## src/rtl/clint_pkg.sv

```systemverilog
// Shared definitions for the core-local interruptor: register offsets and
// the request/response bundles carried on the CLINT bus.
package constants;

  localparam logic [31:0] clint_msip      = 32'h0000_0000;
  localparam logic [31:0] clint_mtimecmp  = 32'h0000_4000;
  localparam logic [31:0] clint_mtimecmph = 32'h0000_4004;
  localparam logic [31:0] clint_mtime     = 32'h0000_BFF8;
  localparam logic [31:0] clint_mtimeh    = 32'h0000_BFFC;

  // Replace only the bytes of old_val whose enable bit is set.
  function automatic logic [31:0] byte_merge(input logic [31:0] old_val,
                                             input logic [31:0] new_val,
                                             input logic [3:0]  strb);
    logic [31:0] res;
    res = old_val;
    for (int i = 0; i < 4; i++)
      if (strb[i]) res[i*8 +: 8] = new_val[i*8 +: 8];
    return res;
  endfunction

endpackage

package wires;

  typedef struct packed {
    logic        valid;
    logic        instr;
    logic [31:0] addr;
    logic [31:0] wdata;
    logic [3:0]  wstrb;
  } clint_in_type;

  typedef struct packed {
    logic [31:0] rdata;
    logic        ready;
  } clint_out_type;

endpackage

```

## src/rtl/clint_if.sv

```systemverilog
// CLINT bus: one-cycle request strobe from the core, one-cycle ready pulse back.
interface clint_if;
  logic        clint_valid;
  logic        clint_instr;
  logic [31:0] clint_addr;
  logic [31:0] clint_wdata;
  logic [3:0]  clint_wstrb;
  logic [31:0] clint_rdata;
  logic        clint_ready;

  modport master (output clint_valid, clint_instr, clint_addr, clint_wdata, clint_wstrb,
                  input  clint_rdata, clint_ready);
  modport slave  (input  clint_valid, clint_instr, clint_addr, clint_wdata, clint_wstrb,
                  output clint_rdata, clint_ready);
endinterface

```

## src/rtl/clint.sv

```systemverilog
// Core-local interruptor: free-running 64-bit mtime with prescaler, mtimecmp
// timer compare (mtip) and software interrupt bit (msip), behind a simple bus.
module clint
  import constants::*;
  import wires::*;
#(
  parameter int unsigned RTC_DIV   = 1,
  parameter logic [31:0] BASE_MASK = 32'h0000_FFFF
) (
  input  logic        reset,
  input  logic        clock,
  clint_if.slave      bus,
  output logic        msip,
  output logic        mtip,
  output logic [63:0] mtime
);

  localparam int unsigned    PW       = (RTC_DIV > 1) ? $clog2(RTC_DIV) : 1;
  localparam logic [PW-1:0]  PRE_LAST = PW'(RTC_DIV - 1);

  clint_in_type  req;
  clint_out_type rsp_d, rsp_q;

  logic [PW-1:0] prescale_d, prescale_q;
  logic [63:0]   mtime_d, mtime_q;
  logic [63:0]   mtimecmp_d, mtimecmp_q;
  logic          msip_d, msip_q;
  logic          mtip_d, mtip_q;

  logic [31:0]   offset;
  logic [31:0]   rd_val;
  logic          wr_en;
  logic          tick;

  assign req = '{valid: bus.clint_valid, instr: bus.clint_instr, addr: bus.clint_addr,
                 wdata: bus.clint_wdata, wstrb: bus.clint_wstrb};

  always_comb begin
    offset     = req.addr & BASE_MASK;
    // Fetches are reads even if the strobes happen to be non-zero.
    wr_en      = req.valid && !req.instr && (req.wstrb != 4'b0000);
    tick       = (prescale_q == PRE_LAST);
    prescale_d = tick ? '0 : prescale_q + 1'b1;
    mtime_d    = mtime_q + 64'(tick);
    mtimecmp_d = mtimecmp_q;
    msip_d     = msip_q;
    rd_val     = '0;

    // A bus write to either mtime half replaces the increment for that cycle.
    case (offset)
      clint_msip: begin
        rd_val = {31'b0, msip_q};
        if (wr_en && req.wstrb[0]) msip_d = req.wdata[0];
      end
      clint_mtimecmp: begin
        rd_val = mtimecmp_q[31:0];
        if (wr_en) mtimecmp_d[31:0] = byte_merge(mtimecmp_q[31:0], req.wdata, req.wstrb);
      end
      clint_mtimecmph: begin
        rd_val = mtimecmp_q[63:32];
        if (wr_en) mtimecmp_d[63:32] = byte_merge(mtimecmp_q[63:32], req.wdata, req.wstrb);
      end
      clint_mtime: begin
        rd_val = mtime_q[31:0];
        if (wr_en) mtime_d = {mtime_q[63:32], byte_merge(mtime_q[31:0], req.wdata, req.wstrb)};
      end
      clint_mtimeh: begin
        rd_val = mtime_q[63:32];
        if (wr_en) mtime_d = {byte_merge(mtime_q[63:32], req.wdata, req.wstrb), mtime_q[31:0]};
      end
      default: ;
    endcase

    rsp_d.ready = req.valid;
    rsp_d.rdata = req.valid ? rd_val : 32'h0;
    mtip_d      = (mtime_q >= mtimecmp_q);
  end

  // NOTE: sequential state is updated only with non-blocking assignments so
  // every flop samples the pre-edge value of every other flop.
  always_ff @(posedge clock) begin
    if (!reset) begin
      prescale_q <= '0;
      mtime_q    <= '0;
      mtimecmp_q <= '1;
      msip_q     <= 1'b0;
      mtip_q     <= 1'b0;
      rsp_q      <= '0;
    end else begin
      prescale_q <= prescale_d;
      mtime_q    <= mtime_d;
      mtimecmp_q <= mtimecmp_d;
      msip_q     <= msip_d;
      mtip_q     <= mtip_d;
      rsp_q      <= rsp_d;
    end
  end

  assign bus.clint_rdata = rsp_q.rdata;
  assign bus.clint_ready = rsp_q.ready;
  assign msip            = msip_q;
  assign mtip            = mtip_q;
  assign mtime           = mtime_q;

endmodule

```

## src/flat_wrapper.sv

```systemverilog
// flat-port wrapper written by rule: the top's interface ports become plain ports
module clint_flat import constants::*; import wires::*;
#(
  parameter int unsigned RTC_DIV   = 1,
  parameter logic [31:0] BASE_MASK = 32'h0000_FFFF
)
  (reset, clock, msip, mtip, mtime, bus_clint_valid, bus_clint_instr, bus_clint_addr, bus_clint_wdata, bus_clint_wstrb, bus_clint_rdata, bus_clint_ready);
  clint_if bus_i ();
  input  logic reset;
  input  logic clock;
  output logic msip;
  output logic mtip;
  output logic [63:0] mtime;
  input wire logic [$bits(bus_i.clint_valid)-1:0] bus_clint_valid;
  input wire logic [$bits(bus_i.clint_instr)-1:0] bus_clint_instr;
  input wire logic [$bits(bus_i.clint_addr)-1:0] bus_clint_addr;
  input wire logic [$bits(bus_i.clint_wdata)-1:0] bus_clint_wdata;
  input wire logic [$bits(bus_i.clint_wstrb)-1:0] bus_clint_wstrb;
  output wire logic [$bits(bus_i.clint_rdata)-1:0] bus_clint_rdata;
  output wire logic [$bits(bus_i.clint_ready)-1:0] bus_clint_ready;
  assign bus_i.clint_valid = bus_clint_valid;
  assign bus_i.clint_instr = bus_clint_instr;
  assign bus_i.clint_addr = bus_clint_addr;
  assign bus_i.clint_wdata = bus_clint_wdata;
  assign bus_i.clint_wstrb = bus_clint_wstrb;
  assign bus_clint_rdata = bus_i.clint_rdata;
  assign bus_clint_ready = bus_i.clint_ready;
  clint #(.RTC_DIV(RTC_DIV), .BASE_MASK(BASE_MASK)) u_core (.reset(reset), .clock(clock), .bus(bus_i), .msip(msip), .mtip(mtip), .mtime(mtime));
endmodule
```

## config.mk

```make
export PLATFORM = sky130hd
export DESIGN_NAME = clint_flat
export DESIGN_NICKNAME = d
export VERILOG_FILES = /design/src/rtl/clint_pkg.sv /design/src/rtl/clint_if.sv /design/src/rtl/clint.sv /design/src/flat_wrapper.sv
export SDC_FILE = /design/constraint.sdc
export NUM_CORES = 1
export LEC_CHECK = 0
export ABC_CLOCK_PERIOD_IN_PS = 2400
export BUFFER_PORTS_ARGS = -buffer_cell sky130_fd_sc_hd__buf_2
export CORE_ASPECT_RATIO = 0.8
export CORE_UTILIZATION = 45
export CTS_BUF_LIST = sky130_fd_sc_hd__clkbuf_4 sky130_fd_sc_hd__clkbuf_8
export DETAILED_ROUTE_END_ITERATION = 6
export GPL_TIMING_DRIVEN = 0
export PLACE_DENSITY = 0.69
export SYNTH_ARGS = -nofsm -noshare
export SYNTH_HDL_FRONTEND = slang
export SYNTH_SLANG_ARGS = --single-unit
```

## constraint.sdc

```tcl
create_clock -name clock -period 2.4 [get_ports clock]
set_input_delay 0.48 -clock clock [delete_from_list [all_inputs] [get_ports clock]]
set_output_delay 0.48 -clock clock [all_outputs]
set_load 0.1 [all_outputs]
```

==> flow_summary_export.csv <==
group,metric,value,unit
yosys,yosysMostFrequentCell,"dfxtp_1",
timing,worst_slew_pin_slew,0.923,ns
yosys,yosys_warnings,0,
placed_design,numPortBuffers,150,
critical_path,rr_endpoint,"u_core.mtime[63]$_SDFFE_PN0P_",
die,row_count,48,
placed_design,gp_congestion,0.967,
route,routed_via_density,6.50,
layout,finalNetCount,1519,
timing,fin_ws,0.00699,ns
yosys,ys_top_cells_by_count,"dfxtp_1, nand2_1, inv_1, nor2_1, ha_1",
yosys,synth_edf_count,0,
cts,h-tree-depth,4,
global_route,grt_pass1_vias,9519,
global_route,grtUsageTotal,34.1,%
timing,fin_skew,0.0123,ns
timing,hold_viol_final,0,
yosys,syn_inst,1200,
cts,ctsHoldBuffers,0,
outcome,status,"finished, violations left",
run,maxCapViolations,0,
yosys,syn_nets,1338,
die,die_h,135,um
die,io_pins,171,
die,coreArea,21600,um2
route,wl_per_cell,23.3,um
power,p_per_area,446,nW/um2
critical_path,cp-end-kind,"flop",
critical_path,cp.arrival,2.78,ns
global_route,grt_overflow,0,
cts,cts_tree,"built",
cts,clk_pin_slew,0.10,ns
power,ir_drop,0.000366,V
layout,multiInputGateArea,6310,um2
cts,clock_latency,0.48,ns
placed_design,hpwl,28800,um
yosys,synth_top_cell_area_share,32.9,%
yosys,synth_area,9970,um2
die,dieArea,22700,um2
cts,ctsLongestPathBuffers,2,
cts,cts_root_buffer,"clkbuf_8",
critical_path,crit_type,"flop to flop",
layout,n_antenna_cell,0,
yosys,ys_types,80,
route,drtPass1Iterations,7,
die,fp.dieW,168,um
global_route,grt_pass1_wl,58400,um
global_route,grt_max_degree,17,
timing,slew_viol_final,0,
timing,finalSetupViolations,0,
route,post-route-drc-count,1,
timing,hold_slack,0.264,ns
placed_design,pre_cts_ws,-0.950,ns
route,drt_iter0_markers,1628,
yosys,avgSynthCellArea,8.30,um2
outcome,violations,"DRC",
critical_path,r2r_slack,0.007,ns
yosys,ys_async_sr_fraction,0,%
power,p_leak,5.74,nW
yosys,synth_area_leaders,"dfxtp_1, ha_1, mux2i_1, nand2_1, mux2_2",
yosys,ys_seq_area_share,32.9,%
critical_path,cp-startpoint,"u_core.mtime[23]$_SDFFE_PN0P_",
timing,max_freq,418,MHz
critical_path,crit_required,2.79,ns
critical_path,rr_startpoint,"u_core.mtime[23]$_SDFFE_PN0P_",
timing,finalCritPeriodShare,99.7,%
yosys,ys_ff_latch,164,
critical_path,cp_max_fo,9,
yosys,synthFlopType,"dfxtp_1",
die,start_util,46.1,%
yosys,post-synth-top-area-cell,"dfxtp_1",
route,routed_wl,39000,um
timing,rsz0062_at_grt,"true",
timing,relSlewSlack,38.4,%
layout,area_growth,19.9,%
cts,cts.sinks,164,
cts,cts_buffers,17,
layout,drive_above_1_share,26.7,%
layout,finish.instance_area,11900,um2
route,ant_nets,0,
critical_path,crit_path_end,"u_core.mtime[63]$_SDFFE_PN0P_",
layout,regArea,3400,um2
layout,nFillCells,2071,
critical_path,rr_worst_depth,7,
route,vias,10900,
min_path,hp-class,"input port to flop",
global_route,antenna_found_initial,1,
critical_path,critPathLaunchType,"flop",
timing,fin_crit,2.39,ns
placed_design,place_area,11200,um2
[final cells by class]
type | count | share of cell area, %
buffer | 62 | 2.40
clock buffer | 19 | 2.14
clock inverter | 13 | 1.40
inverter | 82 | 2.58
multi-input combinational | 887 | 52.8
sequential | 164 | 28.4
tap | 275 | 2.88
timing repair buffer | 167 | 7.35
[worst min path at each step]
stage                     slack [ns]  cells after the start                               start                              endpoint
final                           0.26                      3                 bus_clint_wdata[19]    u_core.mtimecmp_q[51]$_SDFFE_PN1P_
after global routing            0.27                      3                 bus_clint_wdata[19]    u_core.mtimecmp_q[19]$_SDFFE_PN1P_
after CTS                       0.24                      2                     bus_clint_valid     u_core.bus.clint_ready$_SDFF_PN0_
after detailed placement        0.49                      2  u_core.mtimecmp_q[59]$_SDFFE_PN1P_    u_core.mtimecmp_q[59]$_SDFFE_PN1P_
after global placement          0.49                      2  u_core.mtimecmp_q[59]$_SDFFE_PN1P_    u_core.mtimecmp_q[59]$_SDFFE_PN1P_
after floorplan                 0.46                      2  u_core.mtimecmp_q[32]$_SDFFE_PN1P_  u_core.bus.clint_rdata[0]$_SDFF_PN0_
[worst max-delay path, stage by stage, from the launching register on]
cell and delay, ns:
dfxtp_2 0.51, nand3_1 0.24, nor2_4 0.26, and4_1 0.23
buf_6 0.15, nand3_4 0.10, or4_1 0.51, a311oi_2 0.30
[flip-flops by register name, summed over array words and instances, names as in the netlist]
register                cells
u_core.bus.clint_ready      1
u_core.msip                 1
u_core.mtip                 1
u_core.mtimecmp_q          64
u_core.bus.clint_rdata     32
u_core.prescale_q           1
u_core.mtime               64
[metrics by stage]
stage | TNS [ns] | total power, mW | util, % | instances
finish | 0 | 5.33 | 55.3 | 1669
global placement | -86.15 | 3.12 | 51.7 | 1625
CTS | 0 | 5.32 | 54.6 | 1669
detailed placement | -91.38 | 3.12 | 51.7 | 1625
floorplan | -0.00886 | 2.95 | - | 1200
global route | -0.0373 | 5.46 | 55.3 | 1669
[power by group]
part / total (mW) / switching, mW / internal, mW
clock: 2.25 / 1.16 / 1.09
combinational: 0.363 / 0.268 / 0.0956
sequential: 2.72 / 0.00952 / 2.71
total: 5.33 / 1.44 / 3.89
[routing by layer]
layer / global-route usage [%] / part of all wire (%) / wire (um)
met1: 49.4 / 43 / 16700
met2: 47.8 / 40 / 15700
met3: 9.06 / 13 / 5240
met4: 13.0 / 3.3 / 1280
met5: 0 / 0 / 0
[cells in the final DEF, fill, tap and decap left out, types with 6 or more instances in the layout]
| master | Yosys | routed |
|---|---|---|
| mux2_2 | 36 | 36 |
| o21ai_0 | 29 | 28 |
| o21ai_1 | 27 | 27 |
| nor4_1 | 18 | 12 |
| mux2i_1 | 51 | 51 |
| o22ai_1 | 7 | 7 |
| a21o_1 | 6 | 6 |
| xnor2_1 | 9 | 9 |
| nor3_1 | 31 | 29 |
| nand3_2 | 4 | 8 |
| inv_1 | 79 | 79 |
| ha_1 | 66 | 64 |
| nor4_2 | 4 | 7 |
| nor2b_1 | 6 | 6 |
| a21oi_1 | 58 | 58 |
| nand2b_1 | 7 | 7 |
| dfxtp_2 | 0 | 43 |
| clkbuf_1 | 50 | 37 |
| xor2_1 | 7 | 7 |
| clkbuf_8 | 0 | 18 |
| a31oi_1 | 21 | 21 |
| clkbuf_2 | 0 | 7 |
| nand4_1 | 31 | 31 |
| and3_1 | 29 | 26 |
| o211ai_1 | 25 | 25 |
| and4_1 | 12 | 10 |
| nand3_1 | 46 | 42 |
| a222oi_1 | 31 | 31 |
| dfxtp_4 | 0 | 16 |
| and2_1 | 6 | 7 |
| a211oi_1 | 25 | 25 |
| buf_2 | 13 | 159 |
| dfxtp_1 | 164 | 105 |
| nand2_1 | 136 | 135 |
| buf_4 | 2 | 18 |
| nor2_1 | 79 | 74 |
[kinds of logic (layout without fill, tap and decap cells)]
kind of cell | count (synthesis) | after routing | share of synthesized area, %
flops | 164 | 164 | 32.9
buf+inv | 149 | 343 | 5.85
compound gates | 275 | 275 | 19.0
simple gates | 439 | 439 | 23.0
mux | 90 | 90 | 9.53
fa+ha+maj | 66 | 66 | 8.29
other cells | 1 | 1 | 0.0376
xor+xnor | 16 | 16 | 1.41
[repair_timing]
action                                  in CTS  in global routing
setup buffers                               14                  3
resized for setup                           29                 42
pin swaps                                    6                 11
endpoints found under the setup margin     126                 97
cloned                                       0                  0
Note: power is estimated with default switching activity, not from simulation.
